--- src/rtl/uart_text_buffer.sv ---
// uart_text_buffer: turns the UART byte stream into a COLS x ROWS character grid with a cursor,
// a few control codes and a registered read port for the glyph renderer.
module uart_text_buffer #(
    parameter int COLS   = 40,
    parameter int ROWS   = 15,
    parameter int ADDR_W = 10
) (
    input  logic              clk,
    input  logic              rst_n,
    input  logic              i_byte_valid,
    input  logic [7:0]        i_byte,
    input  logic [ADDR_W-1:0] i_rd_addr,
    output logic [7:0]        o_rd_data,
    output logic [ADDR_W-1:0] o_cursor_col,
    output logic [ADDR_W-1:0] o_cursor_row,
    output logic              o_busy,
    output logic              o_overflow,
    input  logic              i_ovf_clr
);
    localparam int CELLS = COLS * ROWS;
    localparam logic [ADDR_W-1:0] ONE       = ADDR_W'(1);
    localparam logic [ADDR_W-1:0] COLS_A    = ADDR_W'(COLS);
    localparam logic [ADDR_W-1:0] LAST_COL  = ADDR_W'(COLS - 1);
    localparam logic [ADDR_W-1:0] LAST_ROW  = ADDR_W'(ROWS - 1);
    localparam logic [ADDR_W-1:0] LAST_CELL = ADDR_W'(CELLS - 1);
    localparam logic [7:0] SPACE = 8'h20;

    typedef enum logic [1:0] {IDLE, CLEAR_ROW, CLEAR_ALL} state_t;

    state_t state, state_nx;
    logic [ADDR_W-1:0] col, col_nx, row, row_nx, clr, clr_nx;
    logic [ADDR_W-1:0] row_base, next_row, waddr;
    logic              pend_v, consume, capture, we;
    logic [7:0]        pend_d, wdata;
    logic [7:0]        mem [CELLS];

    assign consume      = state == IDLE && pend_v;
    assign capture      = i_byte_valid && (!pend_v || consume);
    assign row_base     = row * COLS_A;
    assign next_row     = (row == LAST_ROW) ? '0 : row + ONE;
    assign o_busy       = state != IDLE;
    assign o_cursor_col = col;
    assign o_cursor_row = row;

    always_comb begin
        state_nx = state;
        col_nx   = col;
        row_nx   = row;
        clr_nx   = clr;
        we       = 1'b0;
        waddr    = row_base + col;
        wdata    = SPACE;
        case (state)
            CLEAR_ROW: begin
                we     = 1'b1;
                waddr  = row_base + clr;
                clr_nx = (clr == LAST_COL) ? '0 : clr + ONE;
                state_nx = (clr == LAST_COL) ? IDLE : CLEAR_ROW;
            end
            CLEAR_ALL: begin
                we     = 1'b1;
                waddr  = clr;
                clr_nx = (clr == LAST_CELL) ? '0 : clr + ONE;
                state_nx = (clr == LAST_CELL) ? IDLE : CLEAR_ALL;
            end
            default: begin
                if (consume) begin
                    if (pend_d >= 8'h20 && pend_d <= 8'h7E) begin
                        we    = 1'b1;
                        wdata = pend_d;
                        // Writing the last column wraps to a freshly cleared next row.
                        if (col == LAST_COL) begin
                            col_nx   = '0;
                            row_nx   = next_row;
                            state_nx = CLEAR_ROW;
                        end else begin
                            col_nx = col + ONE;
                        end
                    end else if (pend_d == 8'h0A) begin
                        col_nx   = '0;
                        row_nx   = next_row;
                        state_nx = CLEAR_ROW;
                    end else if (pend_d == 8'h0D) begin
                        col_nx = '0;
                    end else if (pend_d == 8'h08 && col != '0) begin
                        col_nx = col - ONE;
                        we     = 1'b1;
                        waddr  = row_base + col - ONE;
                    end else if (pend_d == 8'h0C) begin
                        col_nx   = '0;
                        row_nx   = '0;
                        state_nx = CLEAR_ALL;
                    end
                end
            end
        endcase
    end

    always_ff @(posedge clk or negedge rst_n) begin
        if (!rst_n) begin
            state      <= CLEAR_ALL;
            clr        <= '0;
            col        <= '0;
            row        <= '0;
            pend_v     <= 1'b0;
            pend_d     <= '0;
            o_overflow <= 1'b0;
            o_rd_data  <= '0;
        end else begin
            state      <= state_nx;
            clr        <= clr_nx;
            col        <= col_nx;
            row        <= row_nx;
            pend_v     <= capture || (pend_v && !consume);
            pend_d     <= capture ? i_byte : pend_d;
            o_overflow <= (i_byte_valid && !capture) || (o_overflow && !i_ovf_clr);
            o_rd_data  <= mem[i_rd_addr];
        end
    end

    // RAM is never reset; the CLEAR_ALL pass that follows reset initialises it.
    always_ff @(posedge clk) begin
        if (we) mem[waddr] <= wdata;
    end
endmodule

--- config.mk ---
export PLATFORM = sky130hd
export DESIGN_NAME = uart_text_buffer
export DESIGN_NICKNAME = d
export VERILOG_FILES = /design/src/rtl/uart_text_buffer.sv
export SDC_FILE = /design/constraint.sdc
export NUM_CORES = 2
export LEC_CHECK = 0
export ABC_AREA = 0
export CELL_PAD_IN_SITES_DETAIL_PLACEMENT = 1
export CELL_PAD_IN_SITES_GLOBAL_PLACEMENT = 1
export CORE_ASPECT_RATIO = 2
export CORE_UTILIZATION = 50
export CTS_BUF_LIST = sky130_fd_sc_hd__clkbuf_4 sky130_fd_sc_hd__clkbuf_8
export CTS_CLUSTER_SIZE = 16
export DETAILED_ROUTE_END_ITERATION = 12
export PLACE_DENSITY_LB_ADDON = 0.1
export REMOVE_ABC_BUFFERS = 1
export SLEW_MARGIN = 20
export SYNTH_ARGS = -nofsm -noshare
export SYNTH_HDL_FRONTEND = slang
export SYNTH_MEMORY_MAX_BITS = 65536
export SYNTH_SLANG_ARGS = --single-unit
--- constraint.sdc ---
create_clock -name clk -period 95.7 [get_ports clk]
set_clock_uncertainty 0.2 [all_clocks]
set_input_delay 14.355 -clock clk [delete_from_list [all_inputs] [get_ports clk]]
set_output_delay 14.355 -clock clk [all_outputs]
set_load 0.005 [all_outputs]
==> results by group <==
Clocking
  – H-Tree Depth: 6
  – Clock buffer depth: 4
  – CTS Sinks: 4,850
  – CTS tree: yes
  – Root Buffer: clkbuf_8
  – Clock Pin Slew Worst Setup and Hold Paths: 0.07 ns
  – CTS resizes: 0
  – Hold buffer count at CTS: 0
  – Post CTS Setup Buffer Count: 0
  – Clock latency on the worst-skew pair: 1.18 ns
  – CTS buffer count: 660

Layout
  – Share of cells above drive strength 1: 24.5%
  – Most frequent cells in the layout: edfxtp_1 (4,800), mux2i_1 (942), mux4_2 (823), clkbuf_8 (679), buf_4 (636)
  – # fillers: 33.1k
  – Layout net count: 11.1k
  – Cell area after layout: 217,000 um2
  – Syn-to-layout area delta: 13.7%
  – Fin cells: 16.6k
  – Register Area: 145,000 um2
  – Multi-input logic area: 46,800 um2
  – Most common cell after layout, fill and taps aside: edfxtp_1

Detailed routing
  – Routed wire length: 597,000 um
  – Vias: 103k
  – DR vias/cell: 6.18
  – Post-route ant nets: 0
  – DR pass1 iterations: 5
  – DRC Markers: 0
  – Routed wire per std cell: 36.0 um
  – Starting DRC count in detailed routing: 8,614

Hold path
  – Class of the worst hold path: flop to flop

STA
  – Final min period: 20.37 ns
  – Rel. slew slack: 6.40%
  – Worst-Margin Slew: 1.40 ns
  – Final hold violation count: 0
  – Slew Viols, Final: 0
  – TNS Setup: 0 ns
  – RSZ-0062 raised after global routing: no
  – Final hold slack: 0.349 ns
  – Setup Viol. Count Final: 0
  – Maximum operating frequency: 49.1 MHz
  – Fin crit share: 21.3%

Synth
  – Largest family of logic cells by synthesized area: multiplexers
  – Area fraction in compound gates after synthesis: 3.63%
  – Multiplexer share of the synthesized area: 14.8%
  – Main synth FF type: edfxtp_1
  – Seq cells post-synth: 4,850
  – Yosys top cell by area: edfxtp_1
  – EDFF count, synth: 4,800
  – Syn avg cell area: 19.6 um2
  – Yosys top cell area share: 75.5%
  – Mapped cell area: 191,000 um2
  – Synth warn: 0
  – Simple-gate area share of the yosys netlist: 3.70%
  – Share of synthesized registers carrying an async set or reset: 1.03%
  – Yosys cell types: 84
  – Post-synthesis adder-cell area fraction: 0.221%
  – XOR/XNOR Fraction of Synth Area: 0.127%
  – Sequential element share of the synthesized area: 76.1%
  – Post-Synthesis Cells: 9,750
  – Top cells by area, synth: edfxtp_1 (75%), mux4_2 (9.7%), mux2i_1 (4.9%), nor3_1 (1.4%), a22oi_1 (1.2%)

Setup path
  – Crit Path Class: input pin to flop
  – R2R Setup Slk: 88.20 ns
  – Worst Path Required: 96.48 ns
  – Most frequent CP cell: buf_4
  – Max Fanout on Critical Path: 75
  – Arrival time at the worst endpoint: 21.16 ns
  – Worst Setup End Kind: flop
  – Crit path cell chain: buf_16 > buf_4 > buf_12 > buf_4 > buf_4 > buf_12 > mux4_2 > mux4_2 > mux2i_1 > o21ai_0 > a32oi_1 > a311oi_1
  – Slowest cell on crit path: buf_4
  – Max incr delay on CP: 0.74 ns
  – Startpoint Class: input pin

Place
  – Placed Cells incl. Taps: 15.4k
  – Number of I/O port buffers: 51
  – Routability Congestion: 0.896
  – DP HPWL: 399,000 um
  – Dpl cell area: 204,000 um2

GRT
  – Vias in the first global route: 110k
  – Initial antenna violation count: 24
  – Largest net degree at the start of global routing: 205
  – First-pass GRT wire length: 832,000 um
  – GRT Util Overall: 31.1%
  – Grt total ovfl: 0

Die
  – Die area: 385,000 um2
  – Die X-Extent: 439 um
  – I/O pins: 52
  – Row cnt: 320
  – Starting density of the core: 50.3%
  – Core area: 380,000 um2
  – Die height: 876 um

Status
  – Status: complete, no violations

Power and ir drop
  – Pwr Density: 22.1 nW/um2
  – Peak VDD IR: 0.0331 mV
  – Lkg Pwr: 71.8 nW

Job
  – Max Cap Viol: 0
[registers in the layout (all words and copies together), names as in the netlist, 2 cells and up]
signal        flops
state             2
clr              10
o_cursor_row     10
o_cursor_col     10
o_rd_data         8
pend_d            8
mem            4800
[routing by layer]
layer	global-route usage, %	part of all wire [%]
met2	56.4	54
met1	32.7	32
met3	4.61	5.2
met4	22.2	8.3
met5	0	0.0095
[cells in the mapped netlist (58+ instances only)]
cell type and instances:
nand2_1 305, o21ai_0 161, a22oi_1 303, a211oi_1 58, a221oi_1 81, mux2i_1 942
nor3_1 525, nor2_1 134, edfxtp_1 4800, a21oi_1 87, buf_2 83, buf_1 170
nor4_1 86, o22ai_1 116, clkbuf_1 403, nand4_1 71, mux4_2 823
[logic make-up after synthesis]
family / after synthesis
buf+inv: 680
compound gates: 992
flops: 4850
fa+ha+maj: 32
simple gates: 1381
other cells: 1
xor+xnor: 26
mux: 1788
[final cells by class]
type / instances / area share (%)
Clock buffer: 844 / 4.87
Clock inverter: 338 / 0.989
Multi-Input combinational cell: 4819 / 21.6
Antenna cell: 22 / 0.0254
Timing Repair Buffer: 712 / 2.67
Tap cell: 4991 / 2.88
Inverter: 22 / 0.0380
Sequential cell: 4850 / 67.0
[stage by stage]
| stage | power (mW) | setup slack, ns | utilization [%] |
|---|---|---|---|
| 2_1_floorplan | 2.86 | 64.77 | - |
| 3_3_place_gp | 3.22 | 74.33 | 53.5 |
| 3_5_place_dp | 3.25 | 74.17 | 53.7 |
| 4_1_cts | 4.80 | 75.44 | 57.0 |
| 5_1_grt | 4.90 | 75.17 | 57.1 |
| 6_report | 4.80 | 75.33 | 57.1 |
[worst paths after layout]
| kind | to | from | depth (start not counted) |
|---|---|---|---|
| worst max-delay path | o_rd_data[2] | i_rd_addr[0] | 12 |
| worst min-delay path | pend_d[3] | pend_d[3] | 1 |
| worst max register to register | mem[573][2] | o_cursor_col[0] | 14 |
| worst min register to register | pend_d[3] | pend_d[3] | 1 |
| max in group asynchronous | o_cursor_row[7] | rst_n | 2 |
| min in group asynchronous | o_overflow | rst_n | 2 |
[worst max-delay path: cells and delay by family]
kind / cells / cell delay, ns
compound gates: 3 / 0.98
buf+inv: 6 / 3.38
mux: 3 / 1.80
[power by group]
group          switching [mW]  internal [mW]
combinational           0.625          0.141
clock                   0.791          0.784
sequential             0.0132           2.45
(Power assumes the default switching activity.)
